$ cat src/rtl/video_pkg.sv
// Shared constants for the character video path.
// Used by video_gen and video_pixel_shifter.
package video_pkg;

  localparam int PIXELS_PER_CHAR  = 8;
  localparam int REVERSE_BIT      = 7;
  localparam int ACTIVE_DELAY_DEF = 8;

  typedef struct packed {
    logic       code_rev;
    logic [7:0] pattern;
    logic       code_valid;
    logic       pattern_valid;
  } fetch_slot_t;

endpackage

$ cat src/rtl/video_fetch_slot.sv
// Single-slot holding buffer for one character fetch.
// Decouples bus fetch timing from the shift-out boundary.
module video_fetch_slot
  import video_pkg::*;
(
  input  logic       pixel_clk_i,
  input  logic       reset_i,
  input  logic [7:0] bus_data,
  input  logic       ram_load,
  input  logic       rom_load,
  input  logic       consume,
  output logic       code_rev,
  output logic [7:0] pattern,
  output logic       pattern_valid
);

  fetch_slot_t slot_q;

  logic rom_take;

  // The ROM byte belongs to the pending code; once that code is
  // consumed (or displaced by a new RAM fetch) the byte is dropped.
  assign rom_take = rom_load
                  & slot_q.code_valid
                  & ~consume
                  & ~ram_load;

  // Capture code/pattern; consume first, then a new code refills.
  always_ff @(posedge pixel_clk_i) begin
    if (reset_i) begin
      slot_q <= '0;
    end else begin
      if (consume) begin
        slot_q.code_valid    <= 1'b0;
        slot_q.pattern_valid <= 1'b0;
      end
      if (ram_load) begin
        slot_q.code_rev      <= bus_data[REVERSE_BIT];
        slot_q.code_valid    <= 1'b1;
        slot_q.pattern_valid <= 1'b0;
      end else if (rom_take) begin
        slot_q.pattern       <= bus_data;
        slot_q.pattern_valid <= 1'b1;
      end
    end
  end

  assign code_rev      = slot_q.code_rev;
  assign pattern       = slot_q.pattern;
  assign pattern_valid = slot_q.pattern_valid;

endmodule

$ cat src/rtl/video_pixel_shifter.sv
// Glyph row serializer with reverse video and active blanking.
// Flags character boundaries reached without a completed fetch.
module video_pixel_shifter
  import video_pkg::*;
#(
  parameter int PIXELS_PER_CHAR = video_pkg::PIXELS_PER_CHAR,
  parameter int ACTIVE_DELAY    = video_pkg::ACTIVE_DELAY_DEF
) (
  input  logic       pixel_clk_i,
  input  logic       reset_i,
  input  logic [7:0] bus_data_i,
  input  logic       ram_load_i,
  input  logic       rom_load_i,
  input  logic       char_start_i,
  input  logic       h_active_i,
  input  logic       v_active_i,
  input  logic       reverse_en_i,
  output logic       video_o,
  output logic       late_fetch_o,
  input  logic       late_clear_i
);

  localparam int W   = PIXELS_PER_CHAR;
  localparam int PXW = (W > 1) ? $clog2(W) : 1;

  logic [PXW-1:0]          px;
  logic [W-1:0]            shift_q;
  logic                    rev_q;
  logic [ACTIVE_DELAY-1:0] active_pipe;

  logic       code_rev;
  logic [7:0] pattern;
  logic       pattern_valid;
  logic       load_evt;
  logic       consume;
  logic       active_in;
  logic       cell_active;

  assign active_in = h_active_i & v_active_i;

  assign load_evt = char_start_i
                  | (px == PXW'(W - 1));

  assign consume = load_evt & pattern_valid;

  // cell_active is the active bit that gates the cell's first pixel.
  generate
    if (ACTIVE_DELAY > 1) begin : g_deep
      assign cell_active = active_pipe[ACTIVE_DELAY-2];
    end else begin : g_shallow
      assign cell_active = active_in;
    end
  endgenerate

  video_fetch_slot u_slot (
    .pixel_clk_i   (pixel_clk_i),
    .reset_i       (reset_i),
    .bus_data      (bus_data_i),
    .ram_load      (ram_load_i),
    .rom_load      (rom_load_i),
    .consume       (consume),
    .code_rev      (code_rev),
    .pattern       (pattern),
    .pattern_valid (pattern_valid)
  );

  // Pixel counter: restarts on char_start, otherwise free-runs.
  always_ff @(posedge pixel_clk_i) begin
    if (reset_i) begin
      px <= '0;
    end else if (char_start_i || px == PXW'(W - 1)) begin
      px <= '0;
    end else begin
      px <= px + PXW'(1);
    end
  end

  // Delay active so it lines up with the serialized pixel.
  always_ff @(posedge pixel_clk_i) begin
    if (reset_i) begin
      active_pipe <= '0;
    end else if (ACTIVE_DELAY > 1) begin
      active_pipe <= {active_pipe[ACTIVE_DELAY-2:0], active_in};
    end else begin
      active_pipe <= ACTIVE_DELAY'(active_in);
    end
  end

  // Shifter: reload at the cell boundary, else shift MSB-first.
  always_ff @(posedge pixel_clk_i) begin
    if (reset_i) begin
      shift_q <= '0;
      rev_q   <= 1'b0;
    end else if (load_evt && pattern_valid) begin
      shift_q <= W'(pattern);
      rev_q   <= code_rev & reverse_en_i;
    end else if (load_evt) begin
      shift_q <= '0;
      rev_q   <= 1'b0;
    end else begin
      shift_q <= {shift_q[W-2:0], 1'b0};
    end
  end

  // Sticky late flag; a new late condition beats a clear.
  always_ff @(posedge pixel_clk_i) begin
    if (reset_i) begin
      late_fetch_o <= 1'b0;
    end else if (load_evt && !pattern_valid && cell_active) begin
      late_fetch_o <= 1'b1;
    end else if (late_clear_i) begin
      late_fetch_o <= 1'b0;
    end
  end

  // Registered pixel; blanked pixels stay dark even when reversed.
  always_ff @(posedge pixel_clk_i) begin
    if (reset_i) begin
      video_o <= 1'b0;
    end else if (active_pipe[ACTIVE_DELAY-1]) begin
      video_o <= shift_q[W-1] ^ rev_q;
    end else begin
      video_o <= 1'b0;
    end
  end

endmodule

$ cat config.mk
export PLATFORM = sky130hd
export DESIGN_NAME = video_pixel_shifter
export DESIGN_NICKNAME = d
export VERILOG_FILES = /design/src/rtl/video_pkg.sv /design/src/rtl/video_fetch_slot.sv /design/src/rtl/video_pixel_shifter.sv
export SDC_FILE = /design/constraint.sdc
export NUM_CORES = 1
export LEC_CHECK = 0
export BUFFER_PORTS_ARGS = -buffer_cell sky130_fd_sc_hd__buf_2
export CORE_MARGIN = 2
export CORE_UTILIZATION = 56
export DETAILED_ROUTE_END_ITERATION = 6
export GPL_TIMING_DRIVEN = 0
export HOLD_SLACK_MARGIN = 0.03
export MAX_ROUTING_LAYER = met4
export PLACE_DENSITY = 0.8
export SLEW_MARGIN = 10
export SYNTH_ARGS = -nofsm -noshare
export SYNTH_HDL_FRONTEND = slang
export SYNTH_SLANG_ARGS = --single-unit
$ cat constraint.sdc
create_clock -name pixel_clk_i -period 3.55 [get_ports pixel_clk_i]
set_clock_uncertainty 0.05 [all_clocks]
set_input_delay 0.5325 -clock pixel_clk_i [delete_from_list [all_inputs] [get_ports pixel_clk_i]]
set_output_delay 0.5325 -clock pixel_clk_i [all_outputs]
set_load 0.05 [all_outputs]
==> results by group <==
Synth
  • FFs w/ async S/R, synth: 0%
  • Seq cells post-synth: 33
  • Netlist cell types: 25
  • Post-synthesis sequential area ratio: 59.26%
  • Syn_area_per_cell: 11.04 um2
  • EDFF count, synth: 0
  • Cell Area, Synth: 1115 um2
  • Synthesis Warnings: 0
  • Synthesized instance count: 101
  • Most used DFF post-synth: dfxtp_1
  • Syn Nets: 120

Setup path
  • CP required: 3.74 ns
  • R2R setup slack: 1.83 ns
  • Cell repeated most along the worst path: ha_1
  • Setup crit end kind: flop
  • Reg2reg path depth: 6
  • CP max FO: 9
  • CP cell instances: ha_1, ha_1, o21ai_2, and4_4, buf_6, mux2i_1
  • Reg-to-Reg End: u_slot.pattern[2]
  • Crit path launch type: flop
  • Crit path from: px[0]
  • Worst Setup Path Type: flop to flop
  • R2r startpoint: px[0]
  • Max stage delay on crit path: 0.33 ns
  • Slowest cell on the critical path: dfxtp_1
  • CP arrival: 1.92 ns

Final layout
  • N_diodes: 0
  • Final #Nets: 145
  • Syn-to-layout area delta: 17.40%
  • Share of cells above drive strength 1: 25.98%

Route
  • Via count: 777
  • Iter 0 DRT Violations: 9
  • Drt drc: 0
  • Antenna-violating nets left: 0
  • Wirelength per Cell: 11.97 um
  • Via density: 5.045
  • Routed WL: 1.844 mm
  • TritonRoute pass-1 iters: 3

Worst hold path
  • Hold WC Path Type: flop to flop
  • Hold endpoint: shift_q[1]
  • Hold depth: 2
  • Hold_sp: shift_q[0]

Clock tree
  • CTS Hold Bufs: 0
  • PostCTS Resize Cnt: 0
  • Skew-Pair Late Insertion Delay: 0.31 ns
  • TritonCTS clock tree: built
  • Postcts setup bufs: 0
  • Clk Tree Root Cell: clkbuf_4
  • Maximum clock insertion buffer count: 2
  • CTS Buf Count: 5
  • Clk pin slew, worst setup/hold paths: 0.10 ns
  • H-tree lvl count: 2
  • # clock sinks: 33

Floorplan
  • Initial core utilization: 58.01%
  • Core Rows: 16
  • X dimension of the die: 48.62 um
  • Io pins: 19
  • Die height: 48.62 um
  • Die area: 2363 um2
  • Core Region: 1922 um2

GRT
  • Initial antenna violation count: 0
  • First-pass GRT wire length: 3.332 mm
  • Total track usage: 19.06%
  • Largest net degree at the start of global routing: 11
  • Total gr overflow: 0
  • Vias in the first global route: 777

STA
  • Pins Over Slew Limit: 0
  • RSZ-0062 raised after global routing: false
  • Final period util: 48.54%
  • Max_slew headroom: 59.05%
  • Fin Setup TNS: 0 ns
  • Setup violators final: 0
  • Post-route setup slack: 1.827 ns
  • Least-Margin Pin Slew: 0.6109 ns
  • Fin. Hold Viols: 0
  • Min cycle time layout: 1.723 ns
  • Fmax achieved: 580.3 MHz

Run status
  • Status: complete, no violations

Placement
  • RD Place Congestion: 0.7100
  • Dpl ws: 1.835 ns
  • PortBufs: 18
  • Hpwl dp: 1.356 mm

Power and ir drop
  • Pwr dens: 491.0 nW/um2
  • Worst vdd ir: 0.2979 mV
  • Leak Pwr: 0.5666 nW

Flow run
  • Max_cap viols: 0
==> power breakdown <==
part	leakage, nW	total [mW]	internal [mW]	switching (mW)
Sequential	0.267	0.380	0.377	0.00307
Clock	0.0413	0.230	0.115	0.115
Combinational	0.258	0.0330	0.0151	0.0179
Total	0.567	0.643	0.507	0.136
==> final cells by class <==
cell class,instances,area [um2]
clock buffers,7,65.06
well taps,27,33.78
multi-input cells,63,426.7
fillers,167,613.1
plain buffers,3,20.02
clock inverters,1,5.005
inverters,2,7.507
flip-flops and latches,33,660.6
repair buffers,18,90.09
==> through the flow <==
| step | cell area [um2] | std cells | total power [mW] | hold slack [ns] | util (%) |
|---|---|---|---|---|---|
| 2_1_floorplan | 1115 | 101 | 0.4055 | 0.3489 | - |
| 3_3_place_gp | 1239 | 146 | 0.4200 | 0.3649 | 64.45 |
| 3_5_place_dp | 1239 | 146 | 0.4220 | 0.3791 | 64.45 |
| 4_1_cts | 1309 | 154 | 0.6475 | 0.3922 | 68.10 |
| 5_1_grt | 1309 | 154 | 0.6757 | 0.3868 | 68.10 |
| 6_report | 1309 | 154 | 0.6426 | 0.3899 | 68.10 |
==> worst max-delay path, delay by kind of cell (launching register included) <==
family          cells  cell delay [ns]
fa+ha+maj           2             0.45
flops               1             0.33
simple gates        1             0.25
compound gates      1             0.22
mux                 1             0.20
buf+inv             1             0.16
==> kinds of logic after synthesis <==
family | after synthesis | share of synthesized area, %
compound gates | 13 | 9.315
xor+xnor | 1 | 0.7858
fa+ha+maj | 2 | 2.244
buf+inv | 5 | 2.468
flops | 33 | 59.26
mux | 9 | 8.081
simple gates | 38 | 17.85
==> worst max-delay path by stage <==
stage | slack, ns | to | cells past startpoint
final | 1.83 | u_slot.pattern[2] | 6
after floorplan | 1.99 | u_slot.pattern[0] | 6
after detailed placement | 1.83 | u_slot.pattern[2] | 6
after global routing | 1.70 | u_slot.pattern[3] | 6
after CTS | 1.80 | u_slot.pattern[2] | 6
after global placement | 1.89 | u_slot.pattern_valid | 4
==> routing by layer <==
layer	part of all wire [%]	up-vias	global-route usage (%)
li1	-	401	-
met1	44	357	22.91
met2	51	14	30.37
met3	4.2	5	6.481
met4	1.1	0	5.714
met5	0	-	-
==> cell usage in the layout, fill, tap and decap left out, types with 2 or more instances in the layout <==
| cell | count |
|---|---|
| buf_2 | 19 |
| and2_1 | 3 |
| clkbuf_8 | 2 |
| nor2_1 | 3 |
| nor2b_1 | 7 |
| a32o_1 | 2 |
| dfxtp_1 | 33 |
| a21oi_1 | 3 |
| nand2_1 | 17 |
| a22o_1 | 6 |
| clkbuf_4 | 5 |
| and3_1 | 2 |
| mux2i_1 | 9 |
| ha_1 | 2 |
==> cell usage after synthesis, drive strengths merged, types with 2 or more instances <==
library cell / instances / area, um2
a21oi: 3 / 15.01
a22o: 6 / 52.55
a32o: 2 / 20.02
and2: 3 / 18.77
and3: 2 / 12.51
buf: 2 / 16.26
dfxtp: 33 / 660.6
ha: 2 / 25.02
inv: 2 / 7.500
mux2i: 9 / 90.09
nand2: 17 / 63.81
nor2: 4 / 17.52
nor2b: 7 / 43.79
==> state kept, by name (all words and copies together), names as in the netlist <==
name,count
rev_q,1
u_slot.slot_q,1
video_o,1
u_slot.code_rev,1
late_fetch_o,1
u_slot.pattern,8
active_pipe,8
px,3
shift_q,8
u_slot.pattern_valid,1
(Power assumes the default switching activity.)
